File: src/rtl/multicycle_ctrl.sv
// Multi-cycle RV32I sequencer: FETCH/DECODE/EXEC/MEM/WB over one shared
// instruction/data memory port with a req/ready handshake. Counts retired
// instructions and traps on illegal opcodes or memory timeouts.
module multicycle_ctrl #(
    parameter int INSTRET_W   = 32,
    parameter int MEM_TIMEOUT = 255
) (
    input  logic                 clk,
    input  logic                 rst,
    input  logic [6:0]           opCode,
    input  logic [2:0]           func3,
    input  logic [6:0]           func7,
    input  logic                 brTaken,
    input  logic                 memReady,
    output logic                 memReq,
    output logic                 memWr,
    output logic                 addrSrc,
    output logic [2:0]           dmCtrl,
    output logic                 irWr,
    output logic                 pcWr,
    output logic                 pcSrc,
    output logic                 ruWr,
    output logic [1:0]           ruDataWrSrc,
    output logic                 aluASrc,
    output logic                 aluBSrc,
    output logic [3:0]           aluOp,
    output logic [2:0]           immSrc,
    output logic                 retire,
    output logic [INSTRET_W-1:0] instret,
    output logic                 trap,
    output logic [1:0]           trapCause
);

    localparam logic [6:0] OP_R      = 7'b0110011;
    localparam logic [6:0] OP_I      = 7'b0010011;
    localparam logic [6:0] OP_LOAD   = 7'b0000011;
    localparam logic [6:0] OP_STORE  = 7'b0100011;
    localparam logic [6:0] OP_BRANCH = 7'b1100011;
    localparam logic [6:0] OP_JAL    = 7'b1101111;
    localparam logic [6:0] OP_JALR   = 7'b1100111;
    localparam logic [6:0] OP_LUI    = 7'b0110111;
    localparam logic [6:0] OP_AUIPC  = 7'b0010111;

    localparam logic [1:0] CAUSE_ILLEGAL = 2'b01;
    localparam logic [1:0] CAUSE_TIMEOUT = 2'b10;

    // Wait counter only needs to reach the limit; it saturates at all-ones.
    localparam int              WAIT_W     = (MEM_TIMEOUT < 2) ? 1 : $clog2(MEM_TIMEOUT + 1);
    localparam logic [WAIT_W-1:0] WAIT_LIMIT = WAIT_W'(MEM_TIMEOUT);
    localparam logic [WAIT_W-1:0] WAIT_MAX   = '1;

    typedef enum logic [2:0] {
        S_FETCH, S_DECODE, S_EXEC, S_MEM, S_WB, S_TRAP
    } state_t;

    state_t            state;
    state_t            state_next;
    logic [WAIT_W-1:0] wait_cnt;
    logic              timed_out;
    logic              entering_wait;
    logic              trap_set;
    logic [1:0]        trap_cause_next;

    // A pending request gives up only when the limit is reached with no ready.
    assign timed_out     = (MEM_TIMEOUT != 0) && (wait_cnt == WAIT_LIMIT) && !memReady;
    assign entering_wait = (state_next != state) &&
                           ((state_next == S_FETCH) || (state_next == S_MEM));

    // Next-state and control decode; everything is held at zero during reset.
    always_comb begin
        // NOTE: every output gets a default before the case so no path leaves
        // a signal unassigned, which would otherwise infer a latch.
        // NOTE: combinational logic uses blocking '=' so later lines see the
        // defaults just written above.
        state_next      = state;
        trap_set        = 1'b0;
        trap_cause_next = 2'b00;
        memReq          = 1'b0;
        memWr           = 1'b0;
        addrSrc         = 1'b0;
        dmCtrl          = 3'b000;
        irWr            = 1'b0;
        pcWr            = 1'b0;
        pcSrc           = 1'b0;
        ruWr            = 1'b0;
        ruDataWrSrc     = 2'b00;
        aluASrc         = 1'b0;
        aluBSrc         = 1'b0;
        aluOp           = 4'b0000;
        immSrc          = 3'b000;
        retire          = 1'b0;

        if (!rst) begin
            case (state)
                S_FETCH: begin
                    memReq = 1'b1;
                    if (memReady) begin
                        irWr       = 1'b1;
                        pcWr       = 1'b1;
                        state_next = S_DECODE;
                    end else if (timed_out) begin
                        trap_set        = 1'b1;
                        trap_cause_next = CAUSE_TIMEOUT;
                        state_next      = S_TRAP;
                    end
                end
                S_DECODE: begin
                    case (opCode)
                        OP_R, OP_I, OP_LOAD, OP_STORE, OP_BRANCH,
                        OP_JAL, OP_JALR, OP_LUI, OP_AUIPC: state_next = S_EXEC;
                        default: begin
                            trap_set        = 1'b1;
                            trap_cause_next = CAUSE_ILLEGAL;
                            state_next      = S_TRAP;
                        end
                    endcase
                end
                S_EXEC: begin
                    case (opCode)
                        OP_R: begin
                            aluOp      = {func7[5], func3};
                            state_next = S_WB;
                        end
                        OP_I: begin
                            // Only the shift-right pair uses func7[5] as alt.
                            aluBSrc    = 1'b1;
                            aluOp      = {func7[5] & (func3 == 3'b101), func3};
                            state_next = S_WB;
                        end
                        OP_LOAD: begin
                            aluBSrc    = 1'b1;
                            state_next = S_MEM;
                        end
                        OP_STORE: begin
                            aluBSrc    = 1'b1;
                            immSrc     = 3'b001;
                            state_next = S_MEM;
                        end
                        OP_BRANCH: begin
                            aluASrc    = 1'b1;
                            aluBSrc    = 1'b1;
                            immSrc     = 3'b101;
                            pcSrc      = 1'b1;
                            pcWr       = brTaken;
                            retire     = 1'b1;
                            state_next = S_FETCH;
                        end
                        OP_JAL, OP_JALR: begin
                            aluASrc     = (opCode == OP_JAL);
                            aluBSrc     = 1'b1;
                            immSrc      = (opCode == OP_JAL) ? 3'b110 : 3'b000;
                            pcWr        = 1'b1;
                            pcSrc       = 1'b1;
                            ruWr        = 1'b1;
                            ruDataWrSrc = 2'b10;
                            retire      = 1'b1;
                            state_next  = S_FETCH;
                        end
                        OP_LUI: begin
                            ruWr        = 1'b1;
                            ruDataWrSrc = 2'b11;
                            immSrc      = 3'b010;
                            retire      = 1'b1;
                            state_next  = S_FETCH;
                        end
                        OP_AUIPC: begin
                            aluASrc    = 1'b1;
                            aluBSrc    = 1'b1;
                            immSrc     = 3'b010;
                            state_next = S_WB;
                        end
                        default: begin
                            trap_set        = 1'b1;
                            trap_cause_next = CAUSE_ILLEGAL;
                            state_next      = S_TRAP;
                        end
                    endcase
                end
                S_MEM: begin
                    memReq  = 1'b1;
                    addrSrc = 1'b1;
                    memWr   = (opCode == OP_STORE);
                    dmCtrl  = func3;
                    if (memReady) begin
                        if (opCode == OP_STORE) begin
                            retire     = 1'b1;
                            state_next = S_FETCH;
                        end else begin
                            state_next = S_WB;
                        end
                    end else if (timed_out) begin
                        trap_set        = 1'b1;
                        trap_cause_next = CAUSE_TIMEOUT;
                        state_next      = S_TRAP;
                    end
                end
                S_WB: begin
                    ruWr        = 1'b1;
                    ruDataWrSrc = (opCode == OP_LOAD) ? 2'b01 : 2'b00;
                    retire      = 1'b1;
                    state_next  = S_FETCH;
                end
                S_TRAP: begin
                    state_next = S_TRAP;
                end
                default: state_next = S_FETCH;
            endcase
        end
    end

    // State register.
    always_ff @(posedge clk) begin
        // NOTE: registers use non-blocking '<=' so every flop samples the
        // pre-edge values regardless of statement order.
        if (rst) state <= S_FETCH;
        else     state <= state_next;
    end

    // Memory wait counter: cleared on entering FETCH/MEM, counts stalled cycles.
    always_ff @(posedge clk) begin
        if (rst)                                             wait_cnt <= '0;
        else if (entering_wait)                              wait_cnt <= '0;
        else if (memReq && !memReady && wait_cnt != WAIT_MAX) wait_cnt <= wait_cnt + WAIT_W'(1);
    end

    // Retired-instruction counter, wraps naturally.
    always_ff @(posedge clk) begin
        if (rst)         instret <= '0;
        else if (retire) instret <= instret + INSTRET_W'(1);
    end

    // Sticky trap flag and cause; only reset clears them.
    always_ff @(posedge clk) begin
        if (rst) begin
            trap      <= 1'b0;
            trapCause <= 2'b00;
        end else if (trap_set) begin
            trap      <= 1'b1;
            trapCause <= trap_cause_next;
        end
    end

endmodule

File: config.mk
export PLATFORM = sky130hd
export DESIGN_NAME = multicycle_ctrl
export DESIGN_NICKNAME = d
export VERILOG_FILES = /design/src/rtl/multicycle_ctrl.sv
export SDC_FILE = /design/constraint.sdc
export NUM_CORES = 1
export LEC_CHECK = 0
export ABC_CLOCK_PERIOD_IN_PS = 5400
export BUFFER_PORTS_ARGS = -buffer_cell sky130_fd_sc_hd__buf_4
export CORE_MARGIN = 1.5
export CORE_UTILIZATION = 30
export CTS_CLUSTER_DIAMETER = 40
export CTS_CLUSTER_SIZE = 30
export DETAILED_ROUTE_END_ITERATION = 8
export GPL_TIMING_DRIVEN = 0
export SETUP_SLACK_MARGIN = 0.3
export SYNTH_ARGS = -nofsm -noshare
export SYNTH_HDL_FRONTEND = slang
export SYNTH_SLANG_ARGS = --single-unit
File: constraint.sdc
create_clock -name clk -period 5.4 [get_ports clk]
set_input_delay 0.27 -clock clk [delete_from_list [all_inputs] [get_ports clk]]
set_output_delay 0.27 -clock clk [all_outputs]
set_load 0.05 [all_outputs]
After elaboration in Yosys (flattened, before gate mapping)

Index checks and enable logic that the tools add are counted.
Widths: inputs -> output; s select.

Output and inout bits: 57
Register bits after elaboration: 46

Add/sub/neg operators: 2
Reduce and logical (&&, ||, !) cells: 21
Mux-type cells: 59
Equality and inequality tests: 19
Bitwise logic cells: 1

Operator list:

| operator              | number |
|---|---|
| $mux 3                | 11 |
| $add 32x1->32 const B | 1 |
| $mux 1                | 30 |
| $eq 7x6->1 const B    | 3 |
| $eq 7x7->1 const B    | 3 |
| $pmux 3 s5            | 1 |
| $eq 7x5->1 const B    | 2 |
| $reduce_or 2->1       | 7 |
| $pmux 2 s2            | 3 |
| $pmux 3 s4            | 1 |
| $pmux 1 s2            | 5 |
| $eq 3x2->1 const B    | 3 |
| $eq 3x3->1 const B    | 3 |
| $pmux 3 s3            | 1 |
| $reduce_or 3->1       | 3 |
| $reduce_or 9->1       | 1 |
| $add 8x1->8 const B   | 1 |
| $eq 8x8->1 const B    | 1 |
| $mux 4                | 2 |
| $ne 8x8->1 const B    | 1 |
| $pmux 4 s2            | 1 |
| $eq 7x2->1 const B    | 1 |
| $reduce_or 7->1       | 1 |
| $logic_not 3->1       | 2 |
| other kinds (9)       | 14 |

Logic depth before layout (Yosys ltp)

Gate-level depths: netlist of run 1.

Word-level depth: 10
Mapped depth: 10
Depth with buffers taken out: 8

Worst setup path after synthesis of run 1

OpenSTA, ideal clock, no wires.

Path type: in2reg
From: input rst
To: register instret[1]
Buffers on the path: 3
Arrival: 2.768 ns
Setup time: 0.128 ns
Cell stages on the path: 9
Data required time: 5.272 ns
Setup slack: 2.504 ns
Cell sequence: buf_6 > or2_4 > nor2_1 > a31o_2 > buf_2 > or2_2 > clkbuf_1 > mux2i_1 > nor2_1

Longest elaborated chain between the ends: 1

Ends and longest elaborated chain:

| what                 | RTL line | RTL |
|---|---|---|
| start, declared      | 9        | `input logic rst,` |
| $mux 1               | 93       | `if (!rst) begin` |
| net retire           | 28       | `output logic retire,` |
| end signal, assigned | 229      | `else if (retire) instret <= instret + INSTRET_W'(1);` |
| end, declared        | 29       | `output logic [INSTRET_W-1:0] instret,` |

The timed path passes the listed nets, and every way through them passes these cells.
A chain may end at the register's enable or synchronous reset.

Final worst setup path of run 1

From: register state[0]
To: output retire

Longest elaborated chain between the ends: 3
Elaborated cells on any way between the ends: 5
Classes of those cells: eq/ne: 3; mux: 2

Ends and longest elaborated chain:

| what                                            | RTL line | RTL |
|---|---|---|
| start, declared                                 | 56       | `state_t state;` |
| start signal, assigned                          | 216      | `else state <= state_next;` |
| $eq 3x3->1 / $eq 3x2->1 (equally long branches) | 94       | `case (state)` |
| $pmux 1 s3 (*)                                  | 94       |  |
| $mux 1 (*)                                      | 93       |  |
| end, declared                                   | 28       |  |

Every way passes the cells marked *; elsewhere a longest branch is shown, timed or not.

==> flow_summary_export.csv, run 1 <==
group,metric,value,unit
outcome,status,"finished clean",
hold_path,min-delay-start,"rst",
routing,firstDrtPassIters,4,
worst_setup_path,worstPathArrival,2.43,ns
sta,worst_pin_slew,0.644,ns
clocking,htree_levels,2,
logic_synthesis,synth_edf_count,0,
finish,final_cells,511,
worst_setup_path,reg2reg_depth,8,
routing,routed_wirelength,7180,um
logic_synthesis,ys_seq_elements,46,
worst_setup_path,slowest_stage,"nor4b_1",
logic_synthesis,synthMuxAreaShare,1.10,%
worst_setup_path,cp_max_fo,10,
grt,globalRouteOverflowTotal,0,
clocking,clk_path_buf_depth,2,
clocking,clk_latency,0.30,ns
finish,n_fill_cell,936,
clocking,post-cts-setup-buffer-count,0,
power,ir_worst_vdd,0.000133,V
finish,layout_common_cells,"66 x buf_4, 46 x dfxtp_1, 43 x nor2_1, 29 x xor2_1, 23 x nand2_1",
worst_setup_path,worst_path_largest_cell_delay,0.44,ns
finish,layout_commonest_cell,"buf_4",
sta,finClkSkew,0.00914,ns
sta,finalCriticalPeriod,2.70,ns
logic_synthesis,netlist_instances,329,
floorplan,io_pins,78,
grt,grt_max_degree,16,
logic_synthesis,synth_top_family_by_area,"simple AND/OR/NAND/NOR gates",
hold_path,hold_path_depth,2,
logic_synthesis,syn_area_per_cell,8.29,um2
logic_synthesis,ys_types,52,
floorplan,die-area,9680,um2
sta,max-slew-margin-rel,57.0,%
finish,drive_gt1_share,25.8,%
run,maxCapViolCount,0,
logic_synthesis,synthSimpleGateAreaFrac,29.1,%
sta,setup_tns,0,ns
worst_setup_path,endpoint_kind,"output pin",
worst_setup_path,worst_setup_path_start_kind,"flop",
grt,first_global_vias,2563,
finish,diodes,0,
routing,wl_per_cell,14.0,um
routing,antenna_left,0,
sta,finalCritPeriodShare,50.0,%
worst_setup_path,r2r-end,"instret[4]",
floorplan,rows,34,
worst_setup_path,path_class,"reg2out",
clocking,cts_buffers,5,
routing,drtIter0Drc,69,
clocking,cts_resized,0,
sta,maxSlewViolCount,0,
logic_synthesis,ys_seq_area_share,33.7,%
clocking,root_buffer,"clkbuf_8",
logic_synthesis,synth_nets,352,
worst_setup_path,r2r-start,"state[0]",
routing,vias,2676,
grt,grt_use_total,15.1,%
logic_synthesis,async_flop_share,0,%
sta,hold_violations,0,
clocking,ctsHoldBuffers,0,
clocking,cts.sinks,46,
logic_synthesis,yosysWarningCount,0,
grt,grt_pass1_wl,12200,um
floorplan,die_height,98.4,um
worst_setup_path,worst-endpoint-required,5.13,ns
finish,fin_nets,425,
routing,viasPerCell,5.24,
sta,max_freq,0.370,GHz
logic_synthesis,synthXorXnorAreaFrac,10.6,%
finish,seqCellArea,921,um2
place,portBuffers,66,
floorplan,start_util,31.1,%
hold_path,min_to,"instret[27]",
floorplan,die_w,98.4,um
logic_synthesis,synthesis.area,2730,um2
place,hpwl,5400,um
routing,remaining_drc_errors,0,
sta,setup_viol,0,
logic_synthesis,synth_compound_area_share,19.9,%
finish,multi_input_area,1680,um2
power,leakage,1.44,nW
floorplan,core,8760,um2
worst_setup_path,cp_cell_sequence,"buf_2 -> nor4b_1 -> nand2_1 -> a21oi_2 -> or2_2 -> clkbuf_1 -> buf_4",
sta,rsz0062_at_grt,"no",
logic_synthesis,synth_ff_type,"dfxtp_1",
worst_setup_path,r2r_slack,3.02,ns
grt,antenna_found_initial,0,
finish,area_delta_synth_final,27.2,%
place,placed_cells,503,
clocking,path_clk_slew,0.09,ns
logic_synthesis,synth_fa_ha_area_share,0.917,%
hold_path,hold_class,"in2reg",
power,powerDensity,224,nW/um2
clocking,cts_tree,"yes",
place,gp_congestion,0.872,
## logic make-up (layout without fill, tap and decap cells)
logic type                 count (synthesis)  count (layout)
DFF                                       46              46
buffers and inverters                     28             102
and+or+nand+nor                          145             145
xor gates and xnor gates                  33              33
AOI/OAI and AO/OA                         72              72
adders and majority gates                  2               2
muxes                                      3               3
## worst max path at each step
stage / from / end / slack, ns / depth (start not counted)
final: state[0] / retire / 2.70 / 7
after floorplan: rst / instret[1] / 2.50 / 9
after CTS: state[0] / retire / 2.67 / 7
after detailed placement: state[0] / retire / 3.00 / 7
after global routing: state[0] / retire / 2.41 / 7
after global placement: state[0] / retire / 2.99 / 7
## sequential cells by signal (all words and copies together), names as in the netlist
signal     count
instret       32
wait_cnt       8
state          3
trapCause      2
trap           1
## per-stage QoR
step	setup WS, ns	hold slack [ns]	utilization, %	power, mW	instance area (um2)
2_1_floorplan	2.50	0.452	-	0.482	2730
3_3_place_gp	2.99	0.449	38.3	0.526	3360
3_5_place_dp	3.00	0.458	38.3	0.528	3360
4_1_cts	2.67	0.163	39.6	0.790	3470
5_1_grt	2.41	0.164	39.6	0.816	3470
6_report	2.70	0.166	39.6	0.779	3470
## layer usage
layer | vias to the layer above | GRT usage (%) | part of all wire [%]
met4 | 0 | 4.33 | 0.85
met1 | 1255 | 20.1 | 46
met5 | - | 0 | 0
li1 | 1335 | - | -
met2 | 80 | 25.1 | 48
met3 | 6 | 2.72 | 5.0
## power by group
| part | internal, mW | switching [mW] | total (mW) |
|---|---|---|---|
| Combinational | 0.0549 | 0.106 | 0.160 |
| Sequential | 0.349 | 0.0106 | 0.360 |
| Clock | 0.139 | 0.120 | 0.259 |
## critical path: cells and delay by family, from the launching register on
| kind | cells | cell delay, ns |
|---|---|---|
| flip-flops | 1 | 0.35 |
| AND/OR/NAND/NOR | 3 | 0.82 |
| buffers and inverters | 3 | 0.61 |
| AO/OA/AOI/OAI | 1 | 0.35 |
## synthesized netlist by cell type (all sizes together) (7+ instances only)
cell type	count	area share, %
nor3	7	1.3
nor2	43	5.9
buf	10	2.1
and2	12	2.8
and3	13	3.0
nand3	9	1.7
dfxtp	46	34
inv	7	0.96
or3	7	1.8
a21oi	20	3.8
clkbuf	11	1.7
o21ai	9	1.7
o211ai	12	3.3
o2111ai	13	4.2
nand2	23	3.2
xor2	29	9.3
## area by class of cell
class	instances	share of cell area (%)
Timing Repair Buffer	66	14.3
Tap cell	108	3.89
Clock buffer	5	1.98
Sequential cell	46	26.5
Multi-Input combinational cell	255	48.4
Clock inverter	3	1.26
Buffer	21	2.92
Inverter	7	0.757
No activity file was read; power rests on OpenSTA's default activity.
==> run 2, diff against run 1 <==
Settings changed: ABC_AREA set to 1, ABC_CLOCK_PERIOD_IN_PS 5400 to 2800.
Clock period 5.4 ns to 2.8 ns, I/O delays scaled along.
==> run 2 against run 1 <==
Net effect:
- highest routed layer unchanged
- register-to-register slack lost 2.2 ns
- largest cell class unchanged
- first-iteration DRC count grew 67%
- total power grew 87%
==> flow_summary_export.csv, run 2 <==
group,metric,value,unit
worst_setup_path,crit_top_cell,"inv_2",
clocking,path_clk_slew,0.08,ns
finish,largest_reg_flops,32,
sta,rsz0062_at_grt,"no",
routing,remaining_drc_errors,0,
logic_synthesis,syn_area_per_cell,6.57,um2
logic_synthesis,synthSimpleGateAreaFrac,42.1,%
finish,n_fill_cell,1140,
clocking,clk_latency,0.30,ns
floorplan,die_w,106,um
place,hpwl,7290,um
place,portBuffers,71,
logic_synthesis,netlist_instances,480,
clocking,cts_tree,"yes",
worst_setup_path,worstPathArrival,2.11,ns
logic_synthesis,synth.most_common_cell,"nand2_1",
floorplan,die_height,106,um
power,intPower,1.02,mW
sta,setup_viol,0,
grt,antenna_found_initial,0,
floorplan,rows,37,
sta,setup_tns,0,ns
sta,hold_violations,0,
sta,maxSlewViolCount,0,
grt,first_global_vias,3196,
worst_setup_path,slowest_stage,"dfxtp_1",
finish,reg.largest.list,"instret x32, wait_cnt x8, state x3",
logic_synthesis,ys_types,40,
floorplan,io_pins,78,
power,comb_power_share,18.7,%
logic_synthesis,synthXorXnorAreaFrac,6.67,%
routing,viasPerCell,4.70,
sta,max-slew-margin-rel,62.4,%
worst_setup_path,worst_path_largest_cell_delay,0.38,ns
logic_synthesis,yosys.area.top_type,"dfxtp_1",
place,gp_congestion,0.893,
power,powerDensity,367,nW/um2
finish,fin_nets,581,
routing,routed_wirelength,8990,um
worst_setup_path,endpoint_kind,"output pin",
grt,grt_pass1_wl,15100,um
logic_synthesis,ys_seq_area_share,29.2,%
sta,max_freq,0.445,GHz
clocking,ctsHoldBuffers,0,
logic_synthesis,synth_fa_ha_area_share,0.794,%
logic_synthesis,ys_seq_elements,46,
hold_path,hold_class,"in2reg",
logic_synthesis,synth_top_family_by_area,"simple AND/OR/NAND/NOR gates",
routing,antenna_left,0,
clocking,cts_buffers,5,
worst_setup_path,path_delay_family,"simple AND/OR/NAND/NOR gates",
clocking,clk_path_buf_depth,2,
power,leakage,1.66,nW
power,ir_worst_vdd,0.000247,V
grt,grt_max_degree,14,
worst_setup_path,critical_path_buf_inv_count,3,
clocking,cts_resized,0,
sta,worst_pin_slew,0.564,ns
logic_synthesis,synth_top_cells_by_area,"dfxtp_1 29%, nand2_1 13%, nor2_1 6.4%",
logic_synthesis,yosysWarningCount,0,
logic_synthesis,synthesis.area,3150,um2
sta,finalCritPeriodShare,80.3,%
logic_synthesis,synthMuxAreaShare,0.317,%
worst_setup_path,worst-endpoint-required,2.66,ns
run,maxCapViolCount,0,
worst_setup_path,path_class,"reg2out",
floorplan,die-area,11100,um2
routing,drtIter0Drc,115,
sta,whs,0.204,ns
finish,layout_commonest_cell,"nand2_1",
logic_synthesis,ys_top_cells_by_count,"112 x nand2_1, 54 x nor2_1, 49 x inv_1",
clocking,htree_levels,2,
logic_synthesis,synth_compound_area_share,11.2,%
finish,layout_common_cells,"112 x nand2_1, 73 x buf_4, 54 x nor2_1, 49 x inv_1, 46 x dfxtp_1",
routing,vias,3267,
logic_synthesis,synth_top_area_share,29.2,%
clocking,root_buffer,"clkbuf_8",
power,clkPwrFrac,34.6,%
logic_synthesis,async_flop_share,0,%
finish,largest_register,"instret",
logic_synthesis,synth_ff_type,"dfxtp_1",
finish,drive_gt1_share,25.2,%
sta,finClkSkew,0.00792,ns
place,dpl_cell_area,3870,um2
floorplan,start_util,30.7,%
sta,finalCriticalPeriod,2.25,ns
grt,grt_use_total,16.7,%
power,power.share.sequential,46.7,%
routing,wl_per_cell,12.9,um
worst_setup_path,cp_max_fo,10,
routing,firstDrtPassIters,4,
outcome,status,"finished clean",
finish,area_delta_synth_final,26.0,%
worst_setup_path,worst_setup_path_start_kind,"flop",
clocking,cts.sinks,46,
power,net-switching-power,435,uW
clocking,post-cts-setup-buffer-count,0,
floorplan,core,10300,um2
finish,stdcell_area,3970,um2
logic_synthesis,synth_edf_count,0,
finish,diodes,0,
logic_synthesis,synth_nets,503,
power,switching_share,29.8,%
grt,globalRouteOverflowTotal,0,
worst_setup_path,cp_cell_sequence,"nor3_2 -> inv_2 -> nor2_1 -> inv_2 -> a31oi_1 -> o21a_1 -> buf_4",
[run 2: layer usage]
layer / GRT usage, % / vias to the layer above / routed length (um)
met4: 3.76 / 0 / 123
met5: 0 / - / 0
met3: 3.22 / 12 / 383
met2: 30.5 / 54 / 4480
li1: - / 1712 / -
met1: 20.1 / 1489 / 4010
[run 2: cells by family after synthesis]
group	count (synthesis)
adder cells (fa/ha/maj)	2
flip-flops	46
multiplexers	1
buffers and inverters	73
AO/OA/AOI/OAI	61
XOR/XNOR	24
AND/OR/NAND/NOR	273
[run 2: metrics by stage]
step | cells | power, mW | setup slack (ns) | util (%)
floorplan | 480 | 0.894 | 0.314 | -
global placement | 687 | 0.970 | 0.858 | 37.6
detailed placement | 687 | 0.972 | 0.841 | 37.6
CTS | 695 | 1.48 | 0.529 | 38.7
global route | 695 | 1.53 | 0.347 | 38.7
finish | 695 | 1.46 | 0.550 | 38.7
[run 2: path summary, 6_finish.rpt]
kind / start / endpoint / slack, ns / cells past startpoint
worst max register to register: instret[3] / instret[26] / 0.83 / 7
worst min-delay path: memReady / trapCause[0] / 0.20 / 3
worst max-delay path: state[2] / immSrc[2] / 0.55 / 7
worst min register to register: trap / trap / 0.49 / 2
[run 2: power groups by stage]
stage	sequential (mW)	combinational, mW	clock [mW]
final	0.682	0.273	0.504
after floorplan	0.721	0.173	0
after detailed placement	0.697	0.275	0
after global placement	0.697	0.273	0
after global routing	0.684	0.300	0.549
after CTS	0.682	0.275	0.518
[run 2: layout make-up]
| cell class | count | area (um2) | area share [%] |
|---|---|---|---|
| plain buffers | 10 | 68.8 | 1.73 |
| clock buffers | 7 | 76.3 | 1.92 |
| clock inverters | 1 | 30.0 | 0.756 |
| inverters | 63 | 236 | 5.95 |
| multi-input cells | 361 | 1940 | 48.8 |
| flip-flops and latches | 46 | 921 | 23.2 |
| well taps | 136 | 170 | 4.28 |
| repair buffers | 71 | 533 | 13.4 |
[run 2: worst reg2reg max path, delay by kind of cell (launching register included)]
family	cells	cell delay (ns)
compound gates	1	0.13
xor+xnor	1	0.18
flops	1	0.41
simple gates	5	1.18
==> run 3, diff against run 2 <==
Settings changed: ABC_CLOCK_PERIOD_IN_PS 2800 to 2000.
Clock period 2.8 ns to 2 ns, I/O delays scaled along.
==> run 3 against run 2 <==
Net effect:
- routed wire length up 3.0%
- global-route usage down 0.46 points
- combinational power is 59% higher
- sequential share of layout area down 1.9 points
- clock-buffer cell count decreased by 1
- utilization up 6.1 points
- critical path depth is the same
- setup slack worse by 0.36 ns
- critical path type unchanged
- largest cell class unchanged
- largest power group unchanged
==> flow_summary_export.csv, run 3 (synthesized netlist as in run 2, its figures left out) <==
group,metric,value,unit
outcome,status,"finished clean",
finish,utilization,44.8,%
routing,vias,3430,
sta,finalCritPeriodShare,90.4,%
worst_setup_path,worst_path_largest_cell_delay,0.39,ns
place,dpl_cell_area,4020,um2
sta,fin_ws,0.193,ns
routing,antenna_left,0,
grt,grt_use_total,16.2,%
run,maxCapViolCount,0,
clocking,root_buffer,"clkbuf_8",
finish,diodes,0,
finish,drive_gt1_share,42.7,%
hold_path,hold_class,"in2reg",
worst_setup_path,cp_cell_sequence,"nor3_4 -> inv_2 -> nor2_4 -> inv_6 -> a31oi_4 -> o21a_4 -> buf_8",
floorplan,die-area,11100,um2
routing,drtIter0Drc,112,
floorplan,die_height,106,um
routing,wl_per_cell,12.9,um
worst_setup_path,critical_path_buf_inv_count,3,
worst_setup_path,worst_setup_path_start_kind,"flop",
power,powerDensity,434,nW/um2
finish,layout_commonest_cell,"nand2_1",
worst_setup_path,worstPathArrival,1.71,ns
place,placed_cells,687,
clocking,cts_tree,"yes",
sta,whs,0.172,ns
sta,finalCriticalPeriod,1.81,ns
routing,viasPerCell,4.77,
grt,grt_pass1_wl,14700,um
clocking,htree_levels,2,
finish,fin_nets,605,
finish,largest_register,"instret",
sta,max_freq,0.553,GHz
worst_setup_path,worst-endpoint-required,1.90,ns
sta,maxSlewViolCount,0,
routing,firstDrtPassIters,4,
worst_setup_path,endpoint_kind,"output pin",
clocking,cts.sinks,46,
floorplan,io_pins,78,
sta,hold_violations,0,
finish,layout_common_cells,"105 x nand2_1, 76 x buf_4, 44 x inv_1, 39 x nor2_1, 32 x a21oi_1",
sta,setup_tns,0,ns
place,gp_congestion,0.896,
floorplan,die_w,106,um
routing,remaining_drc_errors,0,
sta,worst_pin_slew,0.646,ns
place,hpwl,6970,um
sta,rsz0062_at_grt,"yes",
grt,grt_max_degree,15,
finish,final_cells,719,
power,power,2.00,mW
clocking,cts_buffers,5,
place,pre_cts_slack,0.105,ns
grt,first_global_vias,3136,
worst_setup_path,path_delay_family,"flip-flops",
floorplan,rows,37,
grt,globalRouteOverflowTotal,0,
routing,routed_wirelength,9260,um
place,portBuffers,71,
worst_setup_path,slowest_stage,"dfxtp_4",
grt,antenna_found_initial,0,
power,leakage,1.87,nW
sta,max-slew-margin-rel,56.9,%
floorplan,start_util,30.7,%
worst_setup_path,cp_max_fo,5,
finish,area_delta_synth_final,45.9,%
finish,largest_reg_flops,32,
worst_setup_path,path_class,"reg2out",
finish,stdcell_area,4600,um2
sta,finClkSkew,0.00824,ns
clocking,clk_path_buf_depth,2,
finish,reg.largest.list,"instret x32, wait_cnt x8, state x3",
clocking,path_clk_slew,0.09,ns
power,ir_worst_vdd,0.000364,V
floorplan,core,10300,um2
sta,setup_viol,0,
clocking,clk_latency,0.30,ns
## run 3: changes by cell type in the layout (fill, tap and decap cells not counted), moves of 7 or more
| cell | before | now |
|---|---|---|
| dfxtp_2 | 0 | 19 |
| buf_6 | 3 | 19 |
| nor3_1 | 25 | 16 |
| dfxtp_4 | 0 | 9 |
| nor2_2 | 13 | 23 |
| nand2_1 | 112 | 105 |
| nor2_1 | 54 | 39 |
| dfxtp_1 | 46 | 18 |
## run 3: worst min-delay path: stages
cell     delay, ns
buf_4         0.12
nor3_1        0.07
o21ai_0       0.15
## run 3: final cells by class
class	instances	area, um2
Buffer	10	75.1
Clock buffer	6	82.6
Clock inverter	2	11.3
Fill cell	1074	5680
Inverter	63	241
Multi-Input combinational cell	361	2250
Sequential cell	46	978
Tap cell	136	170
Timing Repair Buffer	94	792
Timing Repair inverter	1	3.75
## run 3: final timing paths
| path | start | endpoint | slack (ns) | depth (start not counted) |
|---|---|---|---|---|
| worst max-delay path | state[0] | immSrc[2] | 0.19 | 7 |
| worst min-delay path | memReady | trapCause[0] | 0.17 | 3 |
| worst max register to register | state[0] | wait_cnt[5] | 0.25 | 12 |
| worst min register to register | trap | trap | 0.48 | 2 |
## run 3: metal layers
metal  GRT usage, %  wire length [um]  vias up
li1               -                 -     1747
met1           20.3              4100     1579
met3           2.60               367       12
met2           28.9              4660       92
met4           4.25               127        0
met5              0                 0        -
## run 3: what timing repair did
item / CTS / global route
hold buffers: 0 / 0
gates cloned: 1 / 0
pin swaps: 11 / 10
setup endpoints to repair: 37 / 47
setup buffers: 12 / 11
gates resized for setup: 32 / 55
## run 3: power breakdown
| group | switching [mW] | internal [mW] | leakage, nW |
|---|---|---|---|
| sequential | 0.0277 | 0.930 | 0.388 |
| clock | 0.328 | 0.279 | 0.0515 |
| combinational | 0.279 | 0.153 | 1.43 |
| total | 0.635 | 1.36 | 1.87 |
